<file path="src/rtl/fb_pkg.sv">
// fb_pkg: shared constants for the framebuffer rectangle-fill engine.
//   - FSM state encodings
//   - register word indices
//   - CTRL/STATUS bit positions
//   - default geometry parameters
//   - the clipping helper
package fb_pkg;

    localparam logic [1:0] ST_IDLE   = 2'd0;
    localparam logic [1:0] ST_RUN    = 2'd1;
    localparam logic [1:0] ST_FINISH = 2'd2;

    localparam logic [2:0] REG_CTRL   = 3'd0;
    localparam logic [2:0] REG_STATUS = 3'd1;
    localparam logic [2:0] REG_ORIGIN = 3'd2;
    localparam logic [2:0] REG_SIZE   = 3'd3;
    localparam logic [2:0] REG_COLOR  = 3'd4;
    localparam logic [2:0] REG_STEP   = 3'd5;

    localparam int unsigned CTRL_START = 0;
    localparam int unsigned CTRL_ABORT = 1;

    localparam int unsigned STAT_BUSY    = 0;
    localparam int unsigned STAT_DONE    = 1;
    localparam int unsigned STAT_ABORTED = 2;

    localparam logic [29:0] FB_BASE_W_DEF = 30'h04100000;
    localparam int unsigned ROW_SHIFT_DEF = 10;
    localparam int unsigned MAX_W_DEF     = 800;
    localparam int unsigned MAX_H_DEF     = 600;

    // Clipped extent: min(size, lim - org). It is 0 when the origin is at or past lim.
    function automatic logic [10:0] clip_extent(input logic [10:0] size, input logic [9:0] org,
                                                input logic [10:0] lim);
        logic [10:0] rem;
        rem = ({1'b0, org} >= lim) ? 11'd0 : lim - {1'b0, org};
        return (size < rem) ? size : rem;
    endfunction

endpackage

</file>
<file path="src/rtl/fb_raster_counter.sv">
// fb_raster_counter: column/row counters that walk a clipped rectangle in raster order.
// Ports:
//   clk      - clock
//   clear    - synchronous clear of the counters and the latched extents
//   load     - latch ew/eh and restart at (0,0)
//   ew, eh   - clipped width/height, captured on load
//   advance  - step to the next pixel (one accepted beat)
//   last_col - current column is the last one of the row
//   last_pix - current pixel is the last one of the rectangle
//   offset   - word offset from the origin: (row << ROW_SHIFT) + col
module fb_raster_counter #(
    parameter int unsigned ROW_SHIFT = 10
) (
    input  logic        clk,
    input  logic        clear,
    input  logic        load,
    input  logic [10:0] ew,
    input  logic [10:0] eh,
    input  logic        advance,
    output logic        last_col,
    output logic        last_pix,
    output logic [29:0] offset
);

    logic [10:0] col_q;
    logic [10:0] row_q;
    logic [10:0] ew_q;
    logic [10:0] eh_q;

    always_ff @(posedge clk) begin
        if (clear) begin
            col_q <= '0;
            row_q <= '0;
            ew_q  <= '0;
            eh_q  <= '0;
        end else if (load) begin
            col_q <= '0;
            row_q <= '0;
            ew_q  <= ew;
            eh_q  <= eh;
        end else if (advance) begin
            if (last_col) begin
                col_q <= '0;
                row_q <= row_q + 11'd1;
            end else begin
                col_q <= col_q + 11'd1;
            end
        end
    end

    assign last_col = (col_q == ew_q - 11'd1);
    assign last_pix = last_col && (row_q == eh_q - 11'd1);
    assign offset   = (30'(row_q) << ROW_SHIFT) + 30'(col_q);

endmodule

</file>
<file path="src/rtl/fb_fill_ctrl.sv">
// fb_fill_ctrl: memory-mapped rectangle-fill engine for the framebuffer.
// Optional feature: define FB_FILL_GRAD_EN to add the STEP register. Each accepted pixel then
// advances the colour by STEP. Without it every beat carries COLOR.
// Ports:
//   clk, rst          - clock, synchronous active-high reset
//   cfg_we/addr/wdata - register write port (word index in cfg_addr)
//   cfg_rdata         - combinational read of the register at cfg_addr
//   wr_valid/ready    - framebuffer write handshake
//   wr_addr, wr_data  - word address and pixel value of the current beat
//   busy              - fill engine not idle
//   done              - one-cycle pulse when a fill completes or is aborted
module fb_fill_ctrl
    import fb_pkg::*;
#(
    parameter logic [29:0] FB_BASE_W = FB_BASE_W_DEF,
    parameter int unsigned ROW_SHIFT = ROW_SHIFT_DEF,
    parameter int unsigned MAX_W     = MAX_W_DEF,
    parameter int unsigned MAX_H     = MAX_H_DEF
) (
    input  logic        clk,
    input  logic        rst,
    input  logic        cfg_we,
    input  logic [2:0]  cfg_addr,
    input  logic [31:0] cfg_wdata,
    output logic [31:0] cfg_rdata,
    output logic        wr_valid,
    input  logic        wr_ready,
    output logic [29:0] wr_addr,
    output logic [31:0] wr_data,
    output logic        busy,
    output logic        done
);

    localparam logic [10:0] MAX_W_L = 11'(MAX_W);
    localparam logic [10:0] MAX_H_L = 11'(MAX_H);

    logic [1:0]  state_q;
    logic [9:0]  org_x_q;
    logic [9:0]  org_y_q;
    logic [10:0] size_w_q;
    logic [10:0] size_h_q;
    logic [31:0] color_q;
    logic        done_sticky_q;
    logic        aborted_q;
    logic        abort_pend_q;
`ifdef FB_FILL_GRAD_EN
    logic [31:0] step_q;
    logic [31:0] pix_q;
`endif

    logic        ctrl_wr;
    logic        start_req;
    logic        abort_wr;
    logic        handshake;
    logic [10:0] ew;
    logic [10:0] eh;
    logic        last_col;
    logic        last_pix;
    logic [29:0] offset;

    assign ctrl_wr   = cfg_we && (cfg_addr == REG_CTRL);
    // Abort has priority: start and abort in the same write starts nothing.
    assign start_req = ctrl_wr && cfg_wdata[CTRL_START] && !cfg_wdata[CTRL_ABORT];
    assign abort_wr  = ctrl_wr && cfg_wdata[CTRL_ABORT];

    assign ew = clip_extent(size_w_q, org_x_q, MAX_W_L);
    assign eh = clip_extent(size_h_q, org_y_q, MAX_H_L);

    assign busy      = (state_q != ST_IDLE);
    assign done      = (state_q == ST_FINISH);
    assign wr_valid  = (state_q == ST_RUN);
    assign handshake = wr_valid && wr_ready;

    fb_raster_counter #(
        .ROW_SHIFT (ROW_SHIFT)
    ) u_counter (
        .clk      (clk),
        .clear    (rst),
        .load     (start_req && (state_q == ST_IDLE)),
        .ew       (ew),
        .eh       (eh),
        .advance  (handshake),
        .last_col (last_col),
        .last_pix (last_pix),
        .offset   (offset)
    );

    // The address is driven straight from the registers and counters, so it reads FB_BASE_W
    // after reset and stays put while a beat waits for ready.
    assign wr_addr = FB_BASE_W + (30'(org_y_q) << ROW_SHIFT) + 30'(org_x_q) + offset;
`ifdef FB_FILL_GRAD_EN
    assign wr_data = pix_q;
`else
    assign wr_data = color_q;
`endif

    always_ff @(posedge clk) begin
        if (rst) begin
            state_q       <= ST_IDLE;
            org_x_q       <= '0;
            org_y_q       <= '0;
            size_w_q      <= '0;
            size_h_q      <= '0;
            color_q       <= '0;
            done_sticky_q <= 1'b0;
            aborted_q     <= 1'b0;
            abort_pend_q  <= 1'b0;
`ifdef FB_FILL_GRAD_EN
            step_q        <= '0;
            pix_q         <= '0;
`endif
        end else begin
            if (cfg_we && !busy) begin
                case (cfg_addr)
                    REG_ORIGIN: begin
                        org_x_q <= cfg_wdata[9:0];
                        org_y_q <= cfg_wdata[25:16];
                    end
                    REG_SIZE: begin
                        size_w_q <= cfg_wdata[10:0];
                        size_h_q <= cfg_wdata[26:16];
                    end
                    REG_COLOR: color_q <= cfg_wdata;
`ifdef FB_FILL_GRAD_EN
                    REG_STEP:  step_q <= cfg_wdata;
`endif
                    default: ;
                endcase
            end

            case (state_q)
                ST_IDLE: begin
                    if (start_req) begin
                        done_sticky_q <= 1'b0;
                        aborted_q     <= 1'b0;
                        abort_pend_q  <= 1'b0;
`ifdef FB_FILL_GRAD_EN
                        pix_q         <= color_q;
`endif
                        state_q <= ((ew == 11'd0) || (eh == 11'd0)) ? ST_FINISH : ST_RUN;
                    end
                end
                ST_RUN: begin
                    if (abort_wr) begin
                        abort_pend_q <= 1'b1;
                    end
                    if (handshake) begin
`ifdef FB_FILL_GRAD_EN
                        pix_q <= pix_q + step_q;
`endif
                        // Valid is always high in RUN, so a latched abort waits for the
                        // outstanding beat to be accepted before it takes effect.
                        if (abort_pend_q || last_pix) begin
                            state_q      <= ST_FINISH;
                            aborted_q    <= abort_pend_q;
                            abort_pend_q <= 1'b0;
                        end
                    end
                end
                ST_FINISH: begin
                    done_sticky_q <= 1'b1;
                    state_q       <= ST_IDLE;
                end
                default: state_q <= ST_IDLE;
            endcase
        end
    end

    always_comb begin
        cfg_rdata = '0;
        case (cfg_addr)
            REG_STATUS: begin
                cfg_rdata[STAT_BUSY]    = busy;
                cfg_rdata[STAT_DONE]    = done_sticky_q;
                cfg_rdata[STAT_ABORTED] = aborted_q;
            end
            REG_ORIGIN: cfg_rdata = {6'b0, org_y_q, 6'b0, org_x_q};
            REG_SIZE:   cfg_rdata = {5'b0, size_h_q, 5'b0, size_w_q};
            REG_COLOR:  cfg_rdata = color_q;
`ifdef FB_FILL_GRAD_EN
            REG_STEP:   cfg_rdata = step_q;
`endif
            default:    cfg_rdata = '0;
        endcase
    end

endmodule

</file>
<file path="config.mk">
export PLATFORM = sky130hd
export DESIGN_NAME = fb_fill_ctrl
export DESIGN_NICKNAME = d
export VERILOG_FILES = /design/src/rtl/fb_pkg.sv /design/src/rtl/fb_raster_counter.sv /design/src/rtl/fb_fill_ctrl.sv
export SDC_FILE = /design/constraint.sdc
export NUM_CORES = 1
export LEC_CHECK = 0
export ABC_CLOCK_PERIOD_IN_PS = 8750
export CAP_MARGIN = 0
export CORE_ASPECT_RATIO = 0.5
export CORE_MARGIN = 1.5
export CORE_UTILIZATION = 49
export DETAILED_ROUTE_END_ITERATION = 7
export HOLD_SLACK_MARGIN = 0.12
export PLACE_DENSITY = 0.79
export SKIP_LAST_GASP = 1
export SLEW_MARGIN = 20
export SYNTH_ARGS = -nofsm -noshare
export SYNTH_HDL_FRONTEND = slang
export SYNTH_HIERARCHICAL = 1
export SYNTH_SLANG_ARGS = --single-unit
export TNS_END_PERCENT = 1
</file>
<file path="constraint.sdc">
create_clock -name clk -period 8.75 [get_ports clk]
set_clock_uncertainty 0.05 [all_clocks]
set_input_delay 0.875 -clock clk [delete_from_list [all_inputs] [get_ports clk]]
set_output_delay 0.875 -clock clk [all_outputs]
set_load 0.03 [all_outputs]
</file>
==> metrics.yaml <==
r2r_start: "org_y_q[0]"
gr-usage-all-layers_pct: 28.8
start_util_pct: 50.6
antenna_found_initial: 0
wl_um: 27300
clkSinkCount: 123
die_h_um: 98.2
gp_congestion: 0.921
dp_hpwl_um: 20000
nNetsFinal: 1340
final_common_cell: "nand2_1"
combPwrFrac_pct: 10.2
finalSetupViolations: 0
rsz0062_at_grt: "false"
multiInputGateArea_sq_um: 5880
synth_flop_cell: "dfxtp_1"
area_delta_synth_final_pct: 20.6
core_sq_um: 17600
required_ns: 7.83
synth_edf_count: 0
slew_violations: 0
cp_slowest_stage_delay_ns: 0.68
status: "complete, but fails checks"
maxCapViolCount: 0
synth_cell_types: 93
critPathKind: "flip-flop to output port"
ys_async_sr_fraction_pct: 0
portBuffers: 128
p_int_mw: 1.02
grt_max_degree: 80
hold_buffers: 0
path_max_fanout: 6
switchingPower_mw: 0.386
cp.arrival_ns: 4.28
fin_crit_ns: 5.21
post-route-period-util_pct: 59.5
postCtsSetupBuffers: 0
p_sw_share_pct: 27.4
cts_htree_levels: 4
hold_path_startpoint: "aborted_q"
power_frac_clock_pct: 48.6
drt-pass1-iter-count: 8
layout-drive-gt1-share_pct: 6.49
drc: 3
cts-root-buf: "clkbuf_16"
n_antenna_cell: 0
grt_pass1_wl_um: 43700
crit_path_end_kind: "output port"
regArea_sq_um: 2460
powerDensity_nw_per_um2: 131
clock_path_buffers: 2
pwr-share-seq_pct: 41.2
die-area_sq_um: 19000
clk_pin_slew_ns: 0.06
avgRoutedWirePerCell_um: 18.2
start_kind: "flip-flop"
seq_area_frac_synth_pct: 27.7
hold_violations: 0
final_cell_mix: "nand2_1 (222), clkdlybuf4s50_1 (127), dfxtp_1 (123)"
leakage_nw: 3.96
hold_path_class: "flip-flop to flip-flop"
violations: "design-rule violations"
worst_slew_pin_slew_ns: 1.11
fmax_mhz: 192
finalSetupTns_ns: 0
p_total_mw: 1.41
n_fill_cell: 1528
cts_tree: "done"
overflow: 0
startpoint: "u_counter/row_q[0]"
vdd_drop_max_v: 0.000145
slowest_stage: "clkdlybuf4s50_1"
avgSynthCellArea_sq_um: 7.59
mappedNetlistArea_sq_um: 8890
cp_cell_sequence: "ha_1, ha_1, nand3_1, xnor2_1, ha_1, a211o_1, a2111o_1, o221ai_2, a31oi_2, a211oi_4, xnor2_1, clkdlybuf4s50_1"
ys_warn_count: 6
ant_nets: 0
path_common_cell: "ha_1"
drt_iter0_drc: 951
num_vias: 8863
synth-seq-cells: 123
ctsResizeCount: 0
io_pins: 136
synth_cells: 1170
clk_latency_ns: 0.42
max_slew_margin_pct: 25.7
cts_made_buffers: 17
grt_pass1_vias: 8432
rows: 34
vias_per_cell: 5.92
die_w_um: 193
[worst max-delay path, delay by kind of cell (launching register included)]
| kind | cells | cell delay (ns) |
|---|---|---|
| compound gates | 5 | 1.50 |
| fa+ha+maj | 3 | 0.82 |
| buf+inv | 1 | 0.68 |
| flops | 1 | 0.44 |
| xor+xnor | 2 | 0.31 |
| simple gates | 1 | 0.12 |
[state kept, by name (all words and copies together) (netlist names)]
name	flops
abort_pend_q	1
aborted_q	1
done_sticky_q	1
org_x_q	10
org_y_q	10
size_h_q	11
size_w_q	11
state_q	2
u_counter/col_q	11
u_counter/eh_q	11
u_counter/ew_q	11
u_counter/row_q	11
wr_data	32
[cells by family (layout without fill, tap and decap cells)]
kind of cell,after synthesis,in the layout,synth area share [%]
AOI/OAI and AO/OA,257,257,19.0
xor gates and xnor gates,72,72,7.10
adders and majority gates,49,49,6.98
buffers and inverters,129,216,6.62
DFF,123,123,27.7
muxes,66,66,7.50
other,1,8,0.0422
and+or+nand+nor,473,473,25.1
[final timing paths]
check,to,slack [ns],cells past startpoint
max,wr_addr[21],3.54,12
min,aborted_q,0.42,2
max reg2reg,state_q[0],4.81,13
min reg2reg,aborted_q,0.42,2
[power groups by stage]
stage          registers (mW)  logic (mW)  clock network, mW
4_1_cts                 0.579       0.142              0.690
6_report                0.580       0.144              0.684
3_3_place_gp            0.591       0.139                  0
5_1_grt                 0.581       0.156              0.714
3_5_place_dp            0.592       0.141                  0
2_1_floorplan           0.592      0.0871                  0
[cells in the mapped netlist, types with 5 or more instances]
master	n	area, sq um
or3_1	10	62.6
clkbuf_1	50	188
xor2_1	27	236
ha_1	48	601
nor2_1	73	274
nand2b_1	13	81.3
buf_4	19	143
nor4_1	14	87.6
nor2b_1	13	81.3
a21oi_1	107	536
nand4_1	17	106
o22ai_1	5	31.3
a31oi_1	7	43.8
nand2_1	222	833
and2_1	16	100
inv_1	50	188
and3_1	8	50.1
dfxtp_1	123	2460
nand3_1	28	140
xnor2_1	45	394
or2_2	8	50.1
o21ai_1	6	30.0
o21ai_0	49	245
nor3_1	25	125
a21o_1	9	67.6
mux2i_1	61	611
[area by class of cell]
class	instances	area share, %
multi-input combinational	925	54.9
clock inverter	13	1.12
timing repair buffer	135	12.4
tap	234	2.73
sequential	123	23.0
inverter	50	1.75
clock buffer	18	4.10
[routing by layer]
metal,GRT usage [%],up-vias,wire length [um]
li1,-,4223,-
met1,39.2,4192,12100
met2,44.8,417,11900
met3,7.98,31,2970
met4,8.24,0,384
met5,0,-,0
[through the flow]
step,hold slack [ns],cell area [sq um],setup slack (ns),utilization (%),cells
floorplan,0.379,8910,4.75,-,1177
global placement,0.405,10100,4.06,57.8,1467
finish,0.424,10700,3.54,61.0,1498
detailed placement,0.404,10100,3.98,57.8,1467
CTS,0.414,10700,3.53,61.0,1498
global route,0.441,10700,3.24,61.0,1498
Power figures use the tool's default switching activity.
